===== src/rtl/fetch_sequencer.sv =====
// ---------------------------------------------------------------------------
// fetch_sequencer
//
// Fetch-stage controller for the pipelined CPU. It owns the architectural
// fetch PC and keeps at most one instruction-memory request outstanding. It
// applies EX-stage redirects, generates the IF/ID and ID/EX flushes, and
// honours hazard-unit stalls. Responses go to IF/ID through a one-entry skid
// buffer, so a response that arrives during a stall is never lost.
//
// Optional build macro: FETCH_PERF_CNT_EN adds three saturating performance
// counters (redirects, stall cycles, drain cycles) as extra outputs.
//
// Ports
//   clk, rst_n        clock (rising edge), asynchronous active-low reset
//   stall_i           hazard unit: hold IF/ID, issue no new fetch
//   ex_pcsrc          EX stage: redirect taken this cycle
//   ex_pc_next        EX stage: redirect target
//   imem_req/addr     fetch request and its address
//   imem_ack/rdata    response valid (may share a cycle with the request), data
//   ifid_valid/pc/pc_plus4/instr   IF/ID pipeline register
//   flush_ifid/idex   combinational stage kills, asserted with a redirect
//   misalign_err      sticky flag: a redirect target was not word aligned
//   perf_*            (FETCH_PERF_CNT_EN only) saturating event counters
// ---------------------------------------------------------------------------
module fetch_sequencer #(
  parameter logic [31:0] RESET_VECTOR = 32'h0000_0000,
  parameter int unsigned CNT_W        = 32
) (
  input  logic        clk,
  input  logic        rst_n,
  input  logic        stall_i,
  input  logic        ex_pcsrc,
  input  logic [31:0] ex_pc_next,
  output logic        imem_req,
  output logic [31:0] imem_addr,
  input  logic        imem_ack,
  input  logic [31:0] imem_rdata,
  output logic        ifid_valid,
  output logic [31:0] ifid_pc,
  output logic [31:0] ifid_pc_plus4,
  output logic [31:0] ifid_instr,
  output logic        flush_ifid,
  output logic        flush_idex,
  output logic        misalign_err
`ifdef FETCH_PERF_CNT_EN
  ,
  output logic [CNT_W-1:0] perf_redirects,
  output logic [CNT_W-1:0] perf_stall_cycles,
  output logic [CNT_W-1:0] perf_drain_cycles
`endif
);

  typedef enum logic [1:0] {BOOT, FETCH, DRAIN, HALT} state_t;

  // A zero-width counter cannot hold a count; reject it at elaboration.
  if (CNT_W < 1) begin : g_bad_cnt_w
    $error("fetch_sequencer: CNT_W must be at least 1");
  end

  state_t      state_q, state_d;
  logic [31:0] pc_q;
  logic [31:0] drain_addr_q;   // address of the request being drained
  logic        outstanding_q;  // FETCH request raised, not yet acked
  logic        misalign_q;

  logic        skid_valid_q;
  logic [31:0] skid_pc_q;
  logic [31:0] skid_instr_q;

  logic        ifid_valid_q;
  logic [31:0] ifid_pc_q;
  logic [31:0] ifid_pc_plus4_q;
  logic [31:0] ifid_instr_q;

  logic redirect;      // redirect accepted this cycle
  logic misaligned;    // redirect target not word aligned
  logic ack;           // handshake completes this cycle
  logic fetch_ack;     // completed response that must be kept
  logic drain_start;   // redirect while a request is still in flight

  // -------------------------------------------------------------------------
  // Request generation and next-state logic
  // -------------------------------------------------------------------------
  always_comb begin
    // NOTE: every signal written here gets a default first, so no path
    // through the block can leave a value unassigned and infer a latch.
    imem_req    = 1'b0;
    imem_addr   = pc_q;
    state_d     = state_q;

    // After a misaligned redirect the fetch unit is dead until reset, so
    // later redirects (including any while draining towards HALT) are ignored.
    redirect    = ex_pcsrc && (state_q != HALT) && !misalign_q;
    misaligned  = (ex_pc_next[1:0] != 2'b00);

    unique case (state_q)
      // A new fetch needs an empty skid so its response always has a home;
      // an outstanding request stays up regardless of stall or redirect.
      FETCH:   imem_req = outstanding_q || (!stall_i && !skid_valid_q && !redirect);
      DRAIN:   begin
                 imem_req  = 1'b1;
                 imem_addr = drain_addr_q;
               end
      default: imem_req = 1'b0;
    endcase

    ack         = imem_req && imem_ack;
    fetch_ack   = ack && (state_q == FETCH) && !redirect;
    drain_start = redirect && imem_req && !imem_ack;

    if (redirect) begin
      if (drain_start)     state_d = DRAIN;
      else if (misaligned) state_d = HALT;
      else                 state_d = FETCH;
    end else begin
      unique case (state_q)
        BOOT:    state_d = FETCH;
        DRAIN:   if (ack) state_d = misalign_q ? HALT : FETCH;
        default: state_d = state_q;
      endcase
    end
  end

  assign flush_ifid = redirect;
  assign flush_idex = redirect;

  // -------------------------------------------------------------------------
  // Control state and program counter
  // -------------------------------------------------------------------------
  // NOTE: sequential state uses non-blocking assignments so every register
  // samples pre-edge values, independent of block ordering.
  always_ff @(posedge clk or negedge rst_n) begin
    if (!rst_n) begin
      state_q       <= BOOT;
      pc_q          <= RESET_VECTOR;
      drain_addr_q  <= RESET_VECTOR;
      outstanding_q <= 1'b0;
      misalign_q    <= 1'b0;
    end else begin
      state_q       <= state_d;
      outstanding_q <= (state_q == FETCH) && imem_req && !imem_ack && !redirect;
      if (redirect)        pc_q <= ex_pc_next;
      else if (fetch_ack)  pc_q <= pc_q + 32'd4;
      if (drain_start)     drain_addr_q <= imem_addr;
      if (redirect && misaligned) misalign_q <= 1'b1;
    end
  end

  // -------------------------------------------------------------------------
  // Skid buffer and IF/ID register
  // -------------------------------------------------------------------------
  always_ff @(posedge clk or negedge rst_n) begin
    if (!rst_n) begin
      skid_valid_q    <= 1'b0;
      ifid_valid_q    <= 1'b0;
      ifid_pc_q       <= 32'd0;
      ifid_pc_plus4_q <= 32'd0;
      ifid_instr_q    <= 32'd0;
    end else if (redirect || (state_q == HALT)) begin
      skid_valid_q <= 1'b0;
      ifid_valid_q <= 1'b0;
    end else if (!stall_i) begin
      if (skid_valid_q) begin
        // Older skid entry advances; a response this cycle refills the skid.
        ifid_valid_q    <= 1'b1;
        ifid_pc_q       <= skid_pc_q;
        ifid_pc_plus4_q <= skid_pc_q + 32'd4;
        ifid_instr_q    <= skid_instr_q;
        skid_valid_q    <= fetch_ack;
      end else if (fetch_ack) begin
        ifid_valid_q    <= 1'b1;
        ifid_pc_q       <= pc_q;
        ifid_pc_plus4_q <= pc_q + 32'd4;
        ifid_instr_q    <= imem_rdata;
      end else begin
        ifid_valid_q <= 1'b0;
      end
    end else if (fetch_ack) begin
      skid_valid_q <= 1'b1;
    end
  end

  // NOTE: the skid payload has no reset; it is only ever read while
  // skid_valid_q is set, and that flag is reset.
  always_ff @(posedge clk) begin
    if (fetch_ack && (stall_i || skid_valid_q)) begin
      skid_pc_q    <= pc_q;
      skid_instr_q <= imem_rdata;
    end
  end

  assign ifid_valid    = ifid_valid_q;
  assign ifid_pc       = ifid_pc_q;
  assign ifid_pc_plus4 = ifid_pc_plus4_q;
  assign ifid_instr    = ifid_instr_q;
  assign misalign_err  = misalign_q;

`ifdef FETCH_PERF_CNT_EN
  // -------------------------------------------------------------------------
  // Saturating performance counters
  // -------------------------------------------------------------------------
  function automatic logic [CNT_W-1:0] sat_inc(input logic [CNT_W-1:0] v);
    return (&v) ? v : v + {{(CNT_W-1){1'b0}}, 1'b1};
  endfunction

  always_ff @(posedge clk or negedge rst_n) begin
    if (!rst_n) begin
      perf_redirects    <= '0;
      perf_stall_cycles <= '0;
      perf_drain_cycles <= '0;
    end else begin
      if (ex_pcsrc) perf_redirects <= sat_inc(perf_redirects);
      if (stall_i && (state_q != BOOT) && (state_q != HALT))
        perf_stall_cycles <= sat_inc(perf_stall_cycles);
      if (state_q == DRAIN) perf_drain_cycles <= sat_inc(perf_drain_cycles);
    end
  end
`endif

endmodule


===== config.mk =====
export PLATFORM = sky130hd
export DESIGN_NAME = fetch_sequencer
export DESIGN_NICKNAME = d
export VERILOG_FILES = /design/src/rtl/fetch_sequencer.sv
export SDC_FILE = /design/constraint.sdc
export NUM_CORES = 1
export LEC_CHECK = 0
export BUFFER_PORTS_ARGS = -buffer_cell sky130_fd_sc_hd__buf_2
export CAP_MARGIN = 10
export CORE_MARGIN = 2
export CORE_UTILIZATION = 30
export CTS_BUF_LIST = sky130_fd_sc_hd__clkbuf_4 sky130_fd_sc_hd__clkbuf_8
export CTS_CLUSTER_DIAMETER = 200
export DETAILED_ROUTE_END_ITERATION = 7
export PLACE_DENSITY = 0.56
export SLEW_MARGIN = 30
export SYNTH_ARGS = -nofsm -noshare
export SYNTH_HDL_FRONTEND = slang
export SYNTH_SLANG_ARGS = --single-unit
export TNS_END_PERCENT = 5

===== constraint.sdc =====
create_clock -name clk -period 18.96 [get_ports clk]
set_clock_uncertainty 0.15 [all_clocks]
set_input_delay 1.896 -clock clk [delete_from_list [all_inputs] [get_ports clk]]
set_output_delay 1.896 -clock clk [all_outputs]
set_load 0.1 [all_outputs]

==> summary.txt <==
Yosys
  • Yosys warnings: 0
  • Post-synthesis xor/xnor area fraction: 0.0519
  • Sequential cell area fraction in the yosys report: 0.541
  • Complex-gate fraction of the synthesized area: 0.0907
  • Flops & latches, synth: 228
  • FFs w/ async S/R, synth: 0.719
  • Adder-cell share of the synthesized area: 0.00674
  • Syn Nets: 1079
  • Synth cell types: 62
  • EDFF count, synth: 64
  • Mux cell area share after synthesis: 0.126
  • Synth Flop Type: dfrtp_1
  • Main combinational cell family by area after synthesis: simple AND/OR/NAND/NOR gates
  • Mean Syn Cell Area: 11.1 sq um
  • Mapped Cells: 1004
  • Simple-Gate Fraction of Synth Area: 0.141
  • Synthesized area: 11100 sq um

Route
  • Vias/cell: 4.87
  • WL/cell: 18.7 um
  • Initial DRC count: 439
  • Antenna-violating nets left: 0
  • First drt pass iteration count: 6
  • Total number of vias: 8193
  • Aggregate routed wire length: 31.4 mm
  • DRC: 0

Clocking
  • Num CTS Buffers: 42
  • TritonCTS clock tree: built
  • Hold bufs inserted after CTS: 0
  • # resized after CTS: 0
  • Clk slew on worst S/H paths: 0.05 ns
  • Root buf cell: clkbuf_8
  • Max H-tree Level: 2
  • Clk_lat worst skew: 0.58 ns
  • CTS Buffer Depth: 3
  • Post-CTS Setup Bufs: 0
  • CTS Sinks: 228

Global route
  • Vias in the first global route: 8126
  • Total track usage: 0.164
  • Global route overflow: 0
  • First-pass GRT wire length: 48.8 mm
  • Largest net degree at the start of global routing: 104
  • Antenna violations before repair: 0

Placed design
  • Pre-CTS WS: 13.14 ns
  • Port-buffer cells: 201
  • Cell area after placement: 12400 sq um
  • Final GP Congestion: 0.853
  • Final HPWL DP: 21.9 mm

Worst setup path
  • Crit-path max FO: 64
  • CP max-delay cell: or3b_1
  • Critical-path cell list: buf_2, or3b_1, inv_2, buf_4, buf_2
  • Kind of critical path: input pin to output pin
  • Worst path most repeated cell: buf_2
  • Critical path startpoint category: input pin
  • Worst reg2reg path depth: 7
  • Worst R2R Setup Slack: 15.73 ns
  • Arr. time, crit path: 3.77 ns
  • Crit path required time: 16.91 ns
  • Slowest cell delay on critical path: 0.58 ns
  • Setup crit end kind: output pin

Run
  • Max-cap violations: 0

Timing
  • Final worst slack: 13.14 ns
  • Final setup viols: 0
  • Period utilization: 0.307
  • RSZ-0062 raised after global routing: no
  • TNS Setup: 0 ns
  • Final Slew Violations: 0
  • FMAX: 0.172 GHz
  • Slew headroom: 0.357
  • Fin crit period: 5.82 ns
  • Slew at the pin closest to its max-slew limit: 0.965 ns
  • Final hold viol count: 0

Final layout
  • Share of layout cells above drive strength 1: 0.304
  • # nets final: 1256
  • Area delta synth->final: 19.2%
  • Design Area, Final: 13300 sq um
  • Number of antenna diodes: 0

Die
  • Core ar.: 36600 sq um
  • Die ar.: 38700 sq um
  • Die H: 197 um
  • I/O pin cnt: 202
  • # rows: 70
  • Width of the chip: 197 um
  • Initial core utilization: 0.304

Worst hold path
  • WHS Path Cells: 1
  • Worst hold path type: flip-flop to flip-flop

Outcome
  • Status: finished, final reports clean
==> kinds of logic (layout without fill, tap and decap cells) <==
| group | count (synthesis) | after routing |
|---|---|---|
| adders and majority gates | 6 | 6 |
| buffers and inverters | 90 | 299 |
| and+or+nand+nor | 313 | 313 |
| muxes | 132 | 132 |
| xor gates and xnor gates | 66 | 66 |
| DFF | 228 | 228 |
| AOI/OAI and AO/OA | 169 | 169 |
==> synthesized netlist by cell type, drive strengths merged, types with 3 or more instances <==
library cell | instances | share of area
a31oi | 7 | 0.0039
nand4 | 20 | 0.011
ha | 6 | 0.0067
buf | 36 | 0.022
xor2 | 29 | 0.023
and3 | 3 | 0.0017
o31ai | 9 | 0.0065
o21ai | 111 | 0.050
dfrtp | 164 | 0.37
a21oi | 12 | 0.0054
and4 | 4 | 0.0031
nor2 | 29 | 0.0098
a211oi | 3 | 0.0025
mux2i | 70 | 0.063
or3 | 8 | 0.0045
a221o | 7 | 0.0063
or4 | 9 | 0.0067
clkbuf | 39 | 0.014
nand2 | 152 | 0.051
a21o | 4 | 0.0027
xnor2 | 37 | 0.029
edfxtp | 64 | 0.17
nand2b | 3 | 0.0017
nor2b | 3 | 0.0017
nor4 | 21 | 0.017
inv | 12 | 0.0040
o221ai | 6 | 0.0053
mux2 | 62 | 0.063
nand3 | 31 | 0.018
nor3 | 25 | 0.012
==> path summary, 6_finish.rpt <==
| kind | end | start |
|---|---|---|
| worst max-delay path | flush_ifid | ex_pcsrc |
| worst min-delay path | ifid_pc_plus4[14]$_DFFE_PN0P_ | ifid_pc_plus4[14]$_DFFE_PN0P_ |
| worst max register to register | ifid_instr[23]$_DFFE_PN0P_ | state_q[0]$_DFFE_PN0P_ |
| worst min register to register | ifid_pc_plus4[14]$_DFFE_PN0P_ | ifid_pc_plus4[14]$_DFFE_PN0P_ |
| max in group asynchronous | ifid_pc[12]$_DFFE_PN0P_ | rst_n |
| min in group asynchronous | drain_addr_q[1]$_DFFE_PN0P_ | rst_n |
==> layout make-up <==
class / instances / area [sq um]
Inverter: 13 / 48.8
Clock buffer: 65 / 769
Clock inverter: 11 / 78.8
Multi-Input combinational cell: 686 / 4670
Timing Repair Buffer: 210 / 1090
Fill cell: 3739 / 23300
Tap cell: 468 / 586
Sequential cell: 228 / 6030
==> metal layers <==
layer,track usage,wire length (um),up-vias
met1,0.234,15200,3933
met3,0.0453,2020,66
met5,0,0,-
met2,0.235,13100,251
li1,-,-,3943
met4,0.0674,1090,0
==> flip-flops by register name, indices dropped and copies added, names as in the netlist, 2 cells and up <==
signal	cells
drain_addr_q	32
ifid_instr	32
ifid_pc	32
ifid_pc_plus4	30
pc_q	32
skid_instr_q	32
skid_pc_q	32
state_q	2
==> metrics by stage <==
stage | cells | utilization | hold slack (ns)
6_report | 1681 | 0.362 | 0.321
5_1_grt | 1681 | 0.362 | 0.343
4_1_cts | 1681 | 0.362 | 0.325
3_5_place_dp | 1605 | 0.339 | 0.312
3_3_place_gp | 1604 | 0.338 | 0.307
2_1_floorplan | 1004 | - | 0.270
==> cell usage in the layout, fill, tap and decap left out, types with 37 or more instances in the layout <==
master    instances
buf_2           200
dfrtp_1         163
nand2_1         151
o21ai_0         103
mux2i_1          70
edfxtp_1         64
mux2_2           61
clkbuf_8         46
xnor2_1          37
==> worst max-delay path: cells and delay by family <==
| kind | cells | cell delay (ns) |
|---|---|---|
| buf+inv | 4 | 1.26 |
| simple gates | 1 | 0.58 |
Power is not shown: default switching activity piles up to over one toggle a cycle in this logic, so the estimate is an artifact.
